**config.mk**
```make
export PLATFORM = sky130hd
export DESIGN_NAME = multicycle_ctrl
export DESIGN_NICKNAME = d
export VERILOG_FILES = /design/src/rtl/multicycle_ctrl.sv
export SDC_FILE = /design/constraint.sdc
export NUM_CORES = 1
export LEC_CHECK = 0
export ABC_CLOCK_PERIOD_IN_PS = 4200
export BUFFER_PORTS_ARGS = -buffer_cell sky130_fd_sc_hd__buf_2
export CAP_MARGIN = 20
export CELL_PAD_IN_SITES_DETAIL_PLACEMENT = 1
export CELL_PAD_IN_SITES_GLOBAL_PLACEMENT = 2
export CORE_ASPECT_RATIO = 1.2
export CORE_UTILIZATION = 21
export CTS_BUF_LIST = sky130_fd_sc_hd__clkbuf_4
export DETAILED_ROUTE_END_ITERATION = 16
export PLACE_DENSITY_LB_ADDON = 0.08
export SKIP_LAST_GASP = 1
export SLEW_MARGIN = 15
export SYNTH_ARGS = -nofsm -noshare
export SYNTH_HDL_FRONTEND = slang
export SYNTH_SLANG_ARGS = --single-unit
```
**constraint.sdc**
```tcl
create_clock -name clk -period 4.2 [get_ports clk]
set_clock_uncertainty 0.2 [all_clocks]
set_input_delay 0.63 -clock clk [delete_from_list [all_inputs] [get_ports clk]]
set_output_delay 0.63 -clock clk [all_outputs]
set_load 0.01 [all_outputs]
```
**src/rtl/multicycle_ctrl.sv**
```systemverilog
// multicycle_ctrl: control FSM for a multicycle RV32-subset datapath.
// The state register is clocked; the datapath controls are decoded
// combinationally from the current state, so the FETCH/EXEC/MEM handshakes
// can respond to mem_ready and zero in the same cycle (Mealy).
// Optional feature: define HALT_ON_ILLEGAL_EN to park the FSM in TRAP on an
// illegal opcode instead of skipping back to FETCH.
module multicycle_ctrl (
    input  logic       clk,
    input  logic       rst,
    input  logic [6:0] opcode,
    input  logic [2:0] funct3,
    input  logic       zero,
    input  logic       mem_ready,
    output logic       mem_req,
    output logic       mem_we,
    output logic       mem_sel_data,
    output logic       pc_write,
    output logic       ir_write,
    output logic       reg_write,
    output logic [1:0] alu_src_a,
    output logic [1:0] alu_src_b,
    output logic [1:0] alu_op,
    output logic [1:0] pc_src,
    output logic [1:0] mem_to_reg,
    output logic [2:0] state,
    output logic       retire,
    output logic       illegal
);

    typedef enum logic [2:0] {
        S_FETCH  = 3'd0,
        S_DECODE = 3'd1,
        S_EXEC   = 3'd2,
        S_MEM    = 3'd3,
        S_WB     = 3'd4,
        S_TRAP   = 3'd5
    } state_t;

    localparam logic [6:0] OP_R      = 7'd51;
    localparam logic [6:0] OP_I      = 7'd19;
    localparam logic [6:0] OP_LOAD   = 7'd3;
    localparam logic [6:0] OP_STORE  = 7'd35;
    localparam logic [6:0] OP_BRANCH = 7'd99;
    localparam logic [6:0] OP_JAL    = 7'd111;
    localparam logic [6:0] OP_LUI    = 7'd55;

    state_t state_reg;

    logic is_r, is_i, is_load, is_store, is_branch, is_jal, is_lui;
    logic is_legal, is_alu_wb, branch_taken;

    assign is_r      = (opcode == OP_R);
    assign is_i      = (opcode == OP_I);
    assign is_load   = (opcode == OP_LOAD);
    assign is_store  = (opcode == OP_STORE);
    assign is_branch = (opcode == OP_BRANCH);
    assign is_jal    = (opcode == OP_JAL);
    assign is_lui    = (opcode == OP_LUI);
    assign is_alu_wb = is_r | is_i | is_lui;
    assign is_legal  = is_alu_wb | is_load | is_store | is_branch | is_jal;

    // beq takes on zero, bne on !zero; other branch kinds never redirect
    assign branch_taken = (funct3 == 3'd0) ? zero :
                          (funct3 == 3'd1) ? ~zero : 1'b0;

    assign state = state_reg;

    // State transitions; rst overrides everything, abandoning any memory wait
    always_ff @(posedge clk) begin
        if (rst) begin
            state_reg <= S_FETCH;
        end else begin
            case (state_reg)
                S_FETCH: begin
                    if (mem_ready) state_reg <= S_DECODE;
                end
                S_DECODE: begin
                    if (is_legal) begin
                        state_reg <= S_EXEC;
                    end else begin
`ifdef HALT_ON_ILLEGAL_EN
                        state_reg <= S_TRAP;
`else
                        state_reg <= S_FETCH;
`endif
                    end
                end
                S_EXEC: begin
                    if (is_load || is_store) state_reg <= S_MEM;
                    else if (is_alu_wb)      state_reg <= S_WB;
                    else                     state_reg <= S_FETCH;
                end
                S_MEM: begin
                    if (mem_ready) state_reg <= is_load ? S_WB : S_FETCH;
                end
                S_WB: state_reg <= S_FETCH;
                S_TRAP: begin
`ifdef HALT_ON_ILLEGAL_EN
                    state_reg <= S_TRAP;
`else
                    state_reg <= S_FETCH;
`endif
                end
                default: state_reg <= S_FETCH;
            endcase
        end
    end

    // Datapath controls decoded from the current state plus handshake inputs
    always_comb begin
        mem_req      = 1'b0;
        mem_we       = 1'b0;
        mem_sel_data = 1'b0;
        pc_write     = 1'b0;
        ir_write     = 1'b0;
        reg_write    = 1'b0;
        alu_src_a    = 2'd0;
        alu_src_b    = 2'd0;
        alu_op       = 2'd0;
        pc_src       = 2'd0;
        mem_to_reg   = 2'd0;
        retire       = 1'b0;
        illegal      = 1'b0;
        case (state_reg)
            S_FETCH: begin
                // PC + 4 computed in the ALU while the instruction is read
                mem_req   = 1'b1;
                alu_src_b = 2'd1;
                ir_write  = mem_ready;
                pc_write  = mem_ready;
            end
            S_DECODE: begin
                // oldPC + imm lands in ALUOut as a speculative branch/jump target
                alu_src_a = 2'd2;
                alu_src_b = 2'd2;
                illegal   = ~is_legal;
            end
            S_EXEC: begin
                if (is_r) begin
                    alu_src_a = 2'd1;
                    alu_op    = 2'd2;
                end else if (is_i) begin
                    alu_src_a = 2'd1;
                    alu_src_b = 2'd2;
                    alu_op    = 2'd2;
                end else if (is_lui) begin
                    alu_src_a = 2'd3;
                    alu_src_b = 2'd2;
                end else if (is_load || is_store) begin
                    alu_src_a = 2'd1;
                    alu_src_b = 2'd2;
                end else if (is_branch) begin
                    alu_src_a = 2'd1;
                    alu_op    = 2'd1;
                    pc_src    = 2'd1;
                    pc_write  = branch_taken;
                    retire    = 1'b1;
                end else if (is_jal) begin
                    reg_write  = 1'b1;
                    mem_to_reg = 2'd2;
                    pc_write   = 1'b1;
                    pc_src     = 2'd1;
                    retire     = 1'b1;
                end
            end
            S_MEM: begin
                mem_req      = 1'b1;
                mem_sel_data = 1'b1;
                mem_we       = is_store;
                retire       = is_store & mem_ready;
            end
            S_WB: begin
                reg_write  = 1'b1;
                mem_to_reg = is_load ? 2'd1 : 2'd0;
                retire     = 1'b1;
            end
            S_TRAP: begin
                illegal = 1'b1;
            end
            default: ;
        endcase
    end

endmodule

```
==> flow_metrics.env, run 1 <==
export IMPL_cts_sinks=3
export IMPL_cp_start_kind="input port"
export IMPL_ys_ff_latch=3
export IMPL_antenna_cells=0
export IMPL_r2r_cells=4
export IMPL_arrival_ps=2070
export IMPL_h_tree_depth=1
export IMPL_die_width_microns=45.78
export IMPL_die_h_microns=54.54
export IMPL_stdcell_count=133
export IMPL_synth_top_cell_area_share=0.1244
export IMPL_max_clock_path_buffers=2
export IMPL_synth_largest_area_cell="dfxtp_1"
export IMPL_rows=18
export IMPL_final_nets=118
export IMPL_wl_per_cell_microns=12.30
export IMPL_cts_made_buffers=3
export IMPL_drive_gt1_frac=0.4369
export IMPL_ys_warn_count=0
export IMPL_antenna_found_initial=0
export IMPL_areaGrowthSynthToFinish_pct=43.01
export IMPL_max_cap_violations=0
export IMPL_timing_rr_start="state[1]"
export IMPL_drcViolationCount=0
export IMPL_powerDensity_nw_per_um2=180.0
export IMPL_hpwl_microns=1339
export IMPL_layout_common_cells="buf_2, nor3_1, nand2_1, nor2_1"
export IMPL_setup_violations=0
export IMPL_syn_area_per_cell_sq_um=6.802
export IMPL_grt_pass1_wl_microns=2622
export IMPL_setup_tns_ps=0
export IMPL_clock_root_buffer="clkbuf_4"
export IMPL_finalCritPeriodShare=0.6908
export IMPL_port_buffer_count=33
export IMPL_rsz0062_at_grt="no"
export IMPL_reg2reg_slack_ps=2420
export IMPL_ios=35
export IMPL_cp_end_kind="output pin"
export IMPL_ant_nets=0
export IMPL_cts_setup_buffers=0
export IMPL_path_class="input port to output pin"
export IMPL_total_power_mw=0.1243
export IMPL_p_leak_nw=0.3400
export IMPL_syn_nets=85
export IMPL_dpl_cell_count=129
export IMPL_vias_per_cell=4.789
export IMPL_crit_end="retire"
export IMPL_reg2reg_to="state[2]"
export IMPL_drt_wl_total_microns=1636
export IMPL_dieArea_sq_um=2497
export IMPL_vias=637
export IMPL_core_area_sq_um=2117
export IMPL_initialDrtViolationCount=7
export IMPL_status="finished, final reports clean"
export IMPL_clock_fmax_ghz=0.3447
export IMPL_tritoncts="yes"
export IMPL_final_common_cell="buf_2"
export IMPL_clk_latency_ps=230
export IMPL_largest_reg_flops=3
export IMPL_synth_cell_area_sq_um=483.0
export IMPL_async_flop_share=0
export IMPL_crit_fanout=7
export IMPL_required_ps=3370
export IMPL_period_minus_slack_ps=2902
export IMPL_drt_pass1_iter_count=4
export IMPL_initial_utilization=0.2281
export IMPL_synth_edf_count=0
export IMPL_holdCritPathClass="input port to flop"
export IMPL_synth_area_leaders="dfxtp_1, nor3_1, or3_1, nand2_1, nor2_1"
export IMPL_ctsHoldBuffers=0
export IMPL_crit_start="opcode[3]"
export IMPL_grt_max_degree=11
export IMPL_synth_seq_area_share=0.1244
export IMPL_final_max_slew_viol_count=0
export IMPL_synth_distinct_cells=41
export IMPL_grt_overflow_total=0
export IMPL_synth_main_ff_cell="dfxtp_1"
export IMPL_cts_resized=0
export IMPL_track_usage=0.1407
export IMPL_hold_viol_final=0
export IMPL_grt_pass1_vias=588
export IMPL_synth_cells=71
export IMPL_clk_pin_slew_ps=40
export IMPL_globalplace_congestion=0.8010
export IMPL_peakVddDrop_mv=0.1587
kinds of logic after synthesis:
group,Yosys count,synth area share
xor gates and xnor gates,2,0.03628
and+or+nand+nor,44,0.5492
other,1,0.007765
muxes,1,0.02331
DFF,3,0.1244
buffers and inverters,7,0.06736
AOI/OAI and AO/OA,13,0.1917
power by group:
| part | switching, mW | internal (mW) |
|---|---|---|
| logic | 0.0195 | 0.0167 |
| registers | 0.00166 | 0.0293 |
| clock network | 0.0151 | 0.0421 |
how the worst min path moves through the flow:
stage,start,to,slack (ps),depth (start not counted)
global route,mem_ready,state[0],510,2
detailed placement,state[1],state[0],480,2
global placement,state[1],state[0],480,2
CTS,mem_ready,state[0],490,2
floorplan,state[1],state[0],430,2
finish,mem_ready,state[0],490,2
routing by layer:
layer	GRT usage	vias to the layer above	routed length, microns
met5	0	-	0
met4	0.02941	0	0
met3	0.009901	0	57
met2	0.2643	17	870
met1	0.1722	303	708
li1	-	317	-
synthesized netlist by cell type (2+ instances only):
cell / count
or3_1: 4
nor2b_1: 2
or2_2: 2
nor2_1: 6
nand2b_1: 3
o21ai_1: 2
dfxtp_1: 3
nor3_1: 7
nand2_1: 6
clkbuf_1: 2
a21oi_1: 2
buf_2: 2
xnor2_1: 2
final cells by class:
class	instances	area (sq um)
Fill cell	315	1426
Multi-Input combinational cell	61	390.4
Timing Repair Buffer	33	165.2
Sequential cell	3	60.06
Tap cell	30	37.54
Clock buffer	4	30.03
Inverter	2	7.507
stage by stage:
step / cell area, sq um / setup WS (ps) / hold slack, ps / utilization
final: 690.7 / 1299 / 487.6 / 0.3262
after global placement: 660.6 / 1337 / 477.4 / 0.3121
after floorplan: 483.0 / 1605 / 431.1 / -
after global routing: 690.7 / 1180 / 511.4 / 0.3262
after detailed placement: 660.6 / 1280 / 484.5 / 0.3121
after CTS: 690.7 / 1278 / 490.3 / 0.3262
critical path, cell delays in order:
cell	delay [ps]
buf_2	130
nand4bb_1	260
or3_1	440
or3_1	380
nand3_1	90
buf_2	130
Note: power is estimated with default switching activity, not from simulation.
==> run 2, diff against run 1 <==
--- a/config.mk
+++ b/config.mk
@@ -5,13 +5,13 @@
 export SDC_FILE = /design/constraint.sdc
 export NUM_CORES = 1
 export LEC_CHECK = 0
-export ABC_CLOCK_PERIOD_IN_PS = 4200
+export ABC_CLOCK_PERIOD_IN_PS = 3000
 export BUFFER_PORTS_ARGS = -buffer_cell sky130_fd_sc_hd__buf_2
 export CAP_MARGIN = 20
 export CELL_PAD_IN_SITES_DETAIL_PLACEMENT = 1
 export CELL_PAD_IN_SITES_GLOBAL_PLACEMENT = 2
 export CORE_ASPECT_RATIO = 1.2
-export CORE_UTILIZATION = 21
+export CORE_UTILIZATION = 19
 export CTS_BUF_LIST = sky130_fd_sc_hd__clkbuf_4
 export DETAILED_ROUTE_END_ITERATION = 16
 export PLACE_DENSITY_LB_ADDON = 0.08
==> constraint.sdc (replaced) <==
create_clock -name clk -period 3 [get_ports clk]
set_clock_uncertainty 0.2 [all_clocks]
set_input_delay 0.45 -clock clk [delete_from_list [all_inputs] [get_ports clk]]
set_output_delay 0.45 -clock clk [all_outputs]
set_load 0.01 [all_outputs]
==> run 2 against run 1 <==
  * Worst setup slack got worse by 890 ps
  * Design area increased by 2.4%
  * Critical path depth decreased by 1
  * Via count is 4.7% lower
  * Core utilization fell by 2.6 points
  * Register-to-register slack got worse by 1100 ps
  * Clock-buffer cell count stayed put
==> flow_metrics.env, run 2 (synthesis results as in run 1) <==
export IMPL_grt_overflow_total=0
export IMPL_preCtsSetupSlack_ps=474.9
export IMPL_setup_tns_ps=0
export IMPL_status="finished, final reports clean"
export IMPL_reg2reg_slack_ps=1300
export IMPL_powerDensity_nw_per_um2=246.8
export IMPL_grt_pass1_wl_microns=2504
export IMPL_max_clock_path_buffers=2
export IMPL_hold_ws_ps=310.2
export IMPL_dieArea_sq_um=2748
export IMPL_drt_pass1_iter_count=2
export IMPL_clk_pin_slew_ps=40
export IMPL_critPathBufInv=1
export IMPL_cp_end_kind="output pin"
export IMPL_port_buffer_count=33
export IMPL_wl_per_cell_microns=11.78
export IMPL_peakVddDrop_mv=0.1855
export IMPL_required_ps=2350
export IMPL_reg2reg_to="state[2]"
export IMPL_finalCritPeriodShare=0.8636
export IMPL_cts_resized=0
export IMPL_final_nets=120
export IMPL_ios=35
export IMPL_initialDrtViolationCount=5
export IMPL_cts_made_buffers=3
export IMPL_final_max_slew_viol_count=0
export IMPL_period_minus_slack_ps=2591
export IMPL_die_width_microns=48.03
export IMPL_arrival_ps=1940
export IMPL_drt_wl_total_microns=1602
export IMPL_ctsHoldBuffers=0
export IMPL_clock_root_buffer="clkbuf_4"
export IMPL_vias=607
export IMPL_timing_rr_start="state[0]"
export IMPL_core_area_sq_um=2354
export IMPL_rsz0062_at_grt="no"
export IMPL_final_common_cell="buf_2"
export IMPL_tritoncts="yes"
export IMPL_crit_chain="or3b_4, or3_4, a21o_1, o21bai_2, buf_2"
export IMPL_critPathMaxStageDelay_ps=440
export IMPL_cts_setup_buffers=0
export IMPL_clock_fmax_ghz=0.3860
export IMPL_cp_start_kind="flop"
export IMPL_holdPathStages=2
export IMPL_vias_per_cell=4.463
export IMPL_largest_reg_flops=3
export IMPL_worst_slack_ps=409.1
export IMPL_hold_viol_final=0
export IMPL_areaGrowthSynthToFinish_pct=46.37
export IMPL_crit_family="simple AND/OR/NAND/NOR gates"
export IMPL_track_usage=0.1273
export IMPL_die_h_microns=57.23
export IMPL_whs_endpoint="state[0]"
export IMPL_ant_nets=0
export IMPL_antenna_cells=0
export IMPL_p_leak_nw=0.3509
export IMPL_holdCritPathClass="input port to flop"
export IMPL_clk_latency_ps=230
export IMPL_crit_fanout=10
export IMPL_layout_common_cells="buf_2, nor3_1, nand2_1, nor2_1"
export IMPL_antenna_found_initial=0
export IMPL_min_from="mem_ready"
export IMPL_drive_gt1_frac=0.4476
export IMPL_r2r_cells=4
export IMPL_hpwl_microns=1325
export IMPL_cts_sinks=3
export IMPL_initial_utilization=0.2052
export IMPL_path_class="flop to output pin"
export IMPL_rows=19
export IMPL_globalplace_congestion=0.7651
export IMPL_drcViolationCount=0
export IMPL_h_tree_depth=1
export IMPL_slowest_stage="or3b_4"
export IMPL_setup_violations=0
export IMPL_grt_max_degree=11
export IMPL_max_cap_violations=0
export IMPL_grt_pass1_vias=571
-- run 2: where the power goes --
part	switching, mW	internal (mW)	leakage (nW)	total [mW]
clock	0.0221	0.0589	0.0184	0.0810
combinational	0.0269	0.0234	0.308	0.0503
sequential	0.00203	0.0410	0.0244	0.0430
total	0.0510	0.123	0.351	0.174
-- run 2: through the flow --
step / utilization / instance area [sq um] / cells / total power, mW
2_1_floorplan: - / 483.0 / 71 / 0.07245
3_3_place_gp: 0.2876 / 676.9 / 132 / 0.09484
3_5_place_dp: 0.2876 / 676.9 / 132 / 0.09474
4_1_cts: 0.3004 / 706.9 / 136 / 0.1797
5_1_grt: 0.3004 / 706.9 / 136 / 0.1902
6_report: 0.3004 / 706.9 / 136 / 0.1744
-- run 2: how the worst max path moves through the flow --
stage	start	endpoint	slack, ps	cells after the start
after floorplan	state[2]	alu_src_b[1]	690	4
after global placement	opcode[2]	retire	480	6
after detailed placement	opcode[3]	retire	470	6
after CTS	state[0]	pc_write	380	5
after global routing	state[0]	pc_write	320	5
final	state[0]	pc_write	410	5
-- run 2: layout make-up --
| cell class | count | area [sq um] |
|---|---|---|
| inverters | 2 | 7.507 |
| well taps | 31 | 38.79 |
| flip-flops and latches | 3 | 60.06 |
| fillers | 306 | 1647 |
| clock buffers | 4 | 30.03 |
| multi-input cells | 61 | 390.4 |
| repair buffers | 35 | 180.2 |
-- run 2: metal layers --
metal,global-route usage,part of all wire,wire length [microns],vias to the layer above
li1,-,-,-,320
met1,0.1583,0.46,731,269
met2,0.2066,0.51,813,18
met3,0.01899,0.036,57,0
met4,0.05952,0,0,0
met5,0,0,0,-
==> run 3, diff against run 2 <==
--- a/config.mk
+++ b/config.mk
@@ -6,7 +6,7 @@
 export NUM_CORES = 1
 export LEC_CHECK = 0
 export ABC_CLOCK_PERIOD_IN_PS = 3000
-export BUFFER_PORTS_ARGS = -buffer_cell sky130_fd_sc_hd__buf_2
+export BUFFER_PORTS_ARGS = -buffer_cell sky130_fd_sc_hd__buf_4
 export CAP_MARGIN = 20
 export CELL_PAD_IN_SITES_DETAIL_PLACEMENT = 1
 export CELL_PAD_IN_SITES_GLOBAL_PLACEMENT = 2
@@ -14,7 +14,7 @@
 export CORE_UTILIZATION = 19
 export CTS_BUF_LIST = sky130_fd_sc_hd__clkbuf_4
 export DETAILED_ROUTE_END_ITERATION = 16
-export PLACE_DENSITY_LB_ADDON = 0.08
+export PLACE_DENSITY_LB_ADDON = 0.1
 export SKIP_LAST_GASP = 1
 export SLEW_MARGIN = 15
 export SYNTH_ARGS = -nofsm -noshare
==> run 3 against run 2 <==
  * Core utilization up 2.9 points
  * Routed wire length grew 8.7%
  * Non-clock buffer count shrank 2
  * Worst setup slack worse by 88 ps
  * Total power increased by 6.0%
  * Sequential share of layout area fell by 0.74 points
  * Sequential power barely moved
  * Design area increased by 9.6%
  * First-iteration DRC count increased to 2.8 times the previous value
  * Combinational power increased by 19%
  * Critical path depth did not move
  * Largest cell class unchanged
  * Highest routed layer is now met4
==> flow_metrics.env, run 3 (synthesis results as in run 1) <==
export IMPL_reg2reg_slack_ps=1220
export IMPL_timing_rr_start="state[1]"
export IMPL_globalplace_congestion=0.8238
export IMPL_reg2reg_to="state[2]"
export IMPL_final_nets=118
export IMPL_whs_endpoint="state[0]"
export IMPL_cts_made_buffers=3
export IMPL_die_width_microns=48.03
export IMPL_track_usage=0.1432
export IMPL_r2r_cells=4
export IMPL_cp_end_kind="output pin"
export IMPL_setup_violations=0
export IMPL_rsz0062_at_grt="no"
export IMPL_max_clock_path_buffers=2
export IMPL_final_core_util=0.3291
export IMPL_antenna_found_initial=0
export IMPL_grt_max_degree=11
export IMPL_p_leak_nw=0.3549
export IMPL_core_area_sq_um=2354
export IMPL_hpwl_microns=1423
export IMPL_h_tree_depth=1
export IMPL_cp_start_kind="flop"
export IMPL_areaGrowthSynthToFinish_pct=60.36
export IMPL_drt_pass1_iter_count=2
export IMPL_initialDrtViolationCount=14
export IMPL_initial_utilization=0.2052
export IMPL_clock_fmax_ghz=0.3733
export IMPL_clock_root_buffer="clkbuf_4"
export IMPL_status="finished, final reports clean"
export IMPL_die_h_microns=57.23
export IMPL_drt_wl_total_microns=1742
export IMPL_min_from="mem_ready"
export IMPL_final_cell_area_sq_um=774.5
export IMPL_drive_gt1_frac=0.4369
export IMPL_ctsHoldBuffers=0
export IMPL_vias=630
export IMPL_layout_common_cells="buf_4, nor3_1, nand2_1, nor2_1"
export IMPL_crit_start="state[1]"
export IMPL_ios=35
export IMPL_wl_per_cell_microns=13.00
export IMPL_powerDensity_nw_per_um2=238.7
export IMPL_path_class="flop to output pin"
export IMPL_ant_nets=0
export IMPL_max_cap_violations=0
export IMPL_port_buffer_count=33
export IMPL_antenna_cells=0
export IMPL_clk_pin_slew_ps=40
export IMPL_cts_sinks=3
export IMPL_cts_setup_buffers=0
export IMPL_critPathMaxStageDelay_ps=460
export IMPL_slowest_stage="dfxtp_1"
export IMPL_hold_viol_final=0
export IMPL_peakVddDrop_mv=0.2319
export IMPL_drcViolationCount=0
export IMPL_clk_latency_ps=240
export IMPL_holdCritPathClass="input port to flop"
export IMPL_rows=19
export IMPL_cts_resized=0
export IMPL_place_area_sq_um=744.5
export IMPL_vias_per_cell=4.701
export IMPL_holdPathStages=2
export IMPL_grt_overflow_total=0
export IMPL_final_max_slew_viol_count=0
export IMPL_required_ps=2350
export IMPL_dieArea_sq_um=2748
export IMPL_tritoncts="yes"
export IMPL_grt_pass1_wl_microns=2815
export IMPL_crit_chain="or3b_4, or3_4, a21o_1, o21bai_2, buf_4"
export IMPL_largest_reg_flops=3
export IMPL_setup_tns_ps=0
export IMPL_grt_pass1_vias=619
export IMPL_finalCritPeriodShare=0.8929
export IMPL_crit_fanout=10
export IMPL_final_common_cell="buf_4"
export IMPL_arrival_ps=2030
export IMPL_period_minus_slack_ps=2679
[run 3: routing by layer]
metal	GRT usage	share of wire	vias to the layer above	routed length, microns
li1	-	-	317	-
met1	0.1721	0.41	291	712
met2	0.2413	0.53	20	919
met3	0.02215	0.052	2	90
met4	0.05952	0.011	0	20
met5	0	0	-	0
[run 3: worst max-delay path, delay by kind of cell, from the launching register on]
family | cells | cell delay [ps]
and+or+nand+nor | 2 | 860
DFF | 1 | 460
AOI/OAI and AO/OA | 2 | 340
buffers and inverters | 1 | 130
[run 3: final cells by class]
class	count	area (sq um)
Timing Repair Buffer	33	247.7
Clock buffer	4	30.03
Tap cell	31	38.79
Sequential cell	3	60.06
Multi-Input combinational cell	61	390.4
Inverter	2	7.507
Fill cell	294	1579
[run 3: per-stage QoR]
stage	hold slack [ps]	instances	power (mW)	setup slack (ps)
floorplan	359.9	71	0.07245	685.3
global placement	477.2	130	0.1042	498.1
detailed placement	468.7	130	0.1044	457.6
CTS	250.6	134	0.1897	286.6
global route	260.0	134	0.2004	200.5
finish	253.2	134	0.1849	321.4
[run 3: worst max path at each step]
stage	end	slack, ps	cells past startpoint
finish	pc_write	320	5
detailed placement	retire	460	6
floorplan	alu_src_b[1]	690	4
CTS	pc_write	290	5
global route	pc_write	200	5
global placement	retire	500	6
[run 3: power breakdown]
group          total [mW]  leakage (nW)  internal, mW  switching, mW
Combinational      0.0599         0.312        0.0319         0.0280
Clock              0.0818        0.0184        0.0590         0.0228
Sequential         0.0432        0.0244        0.0410        0.00216
Total               0.185         0.355         0.132         0.0530
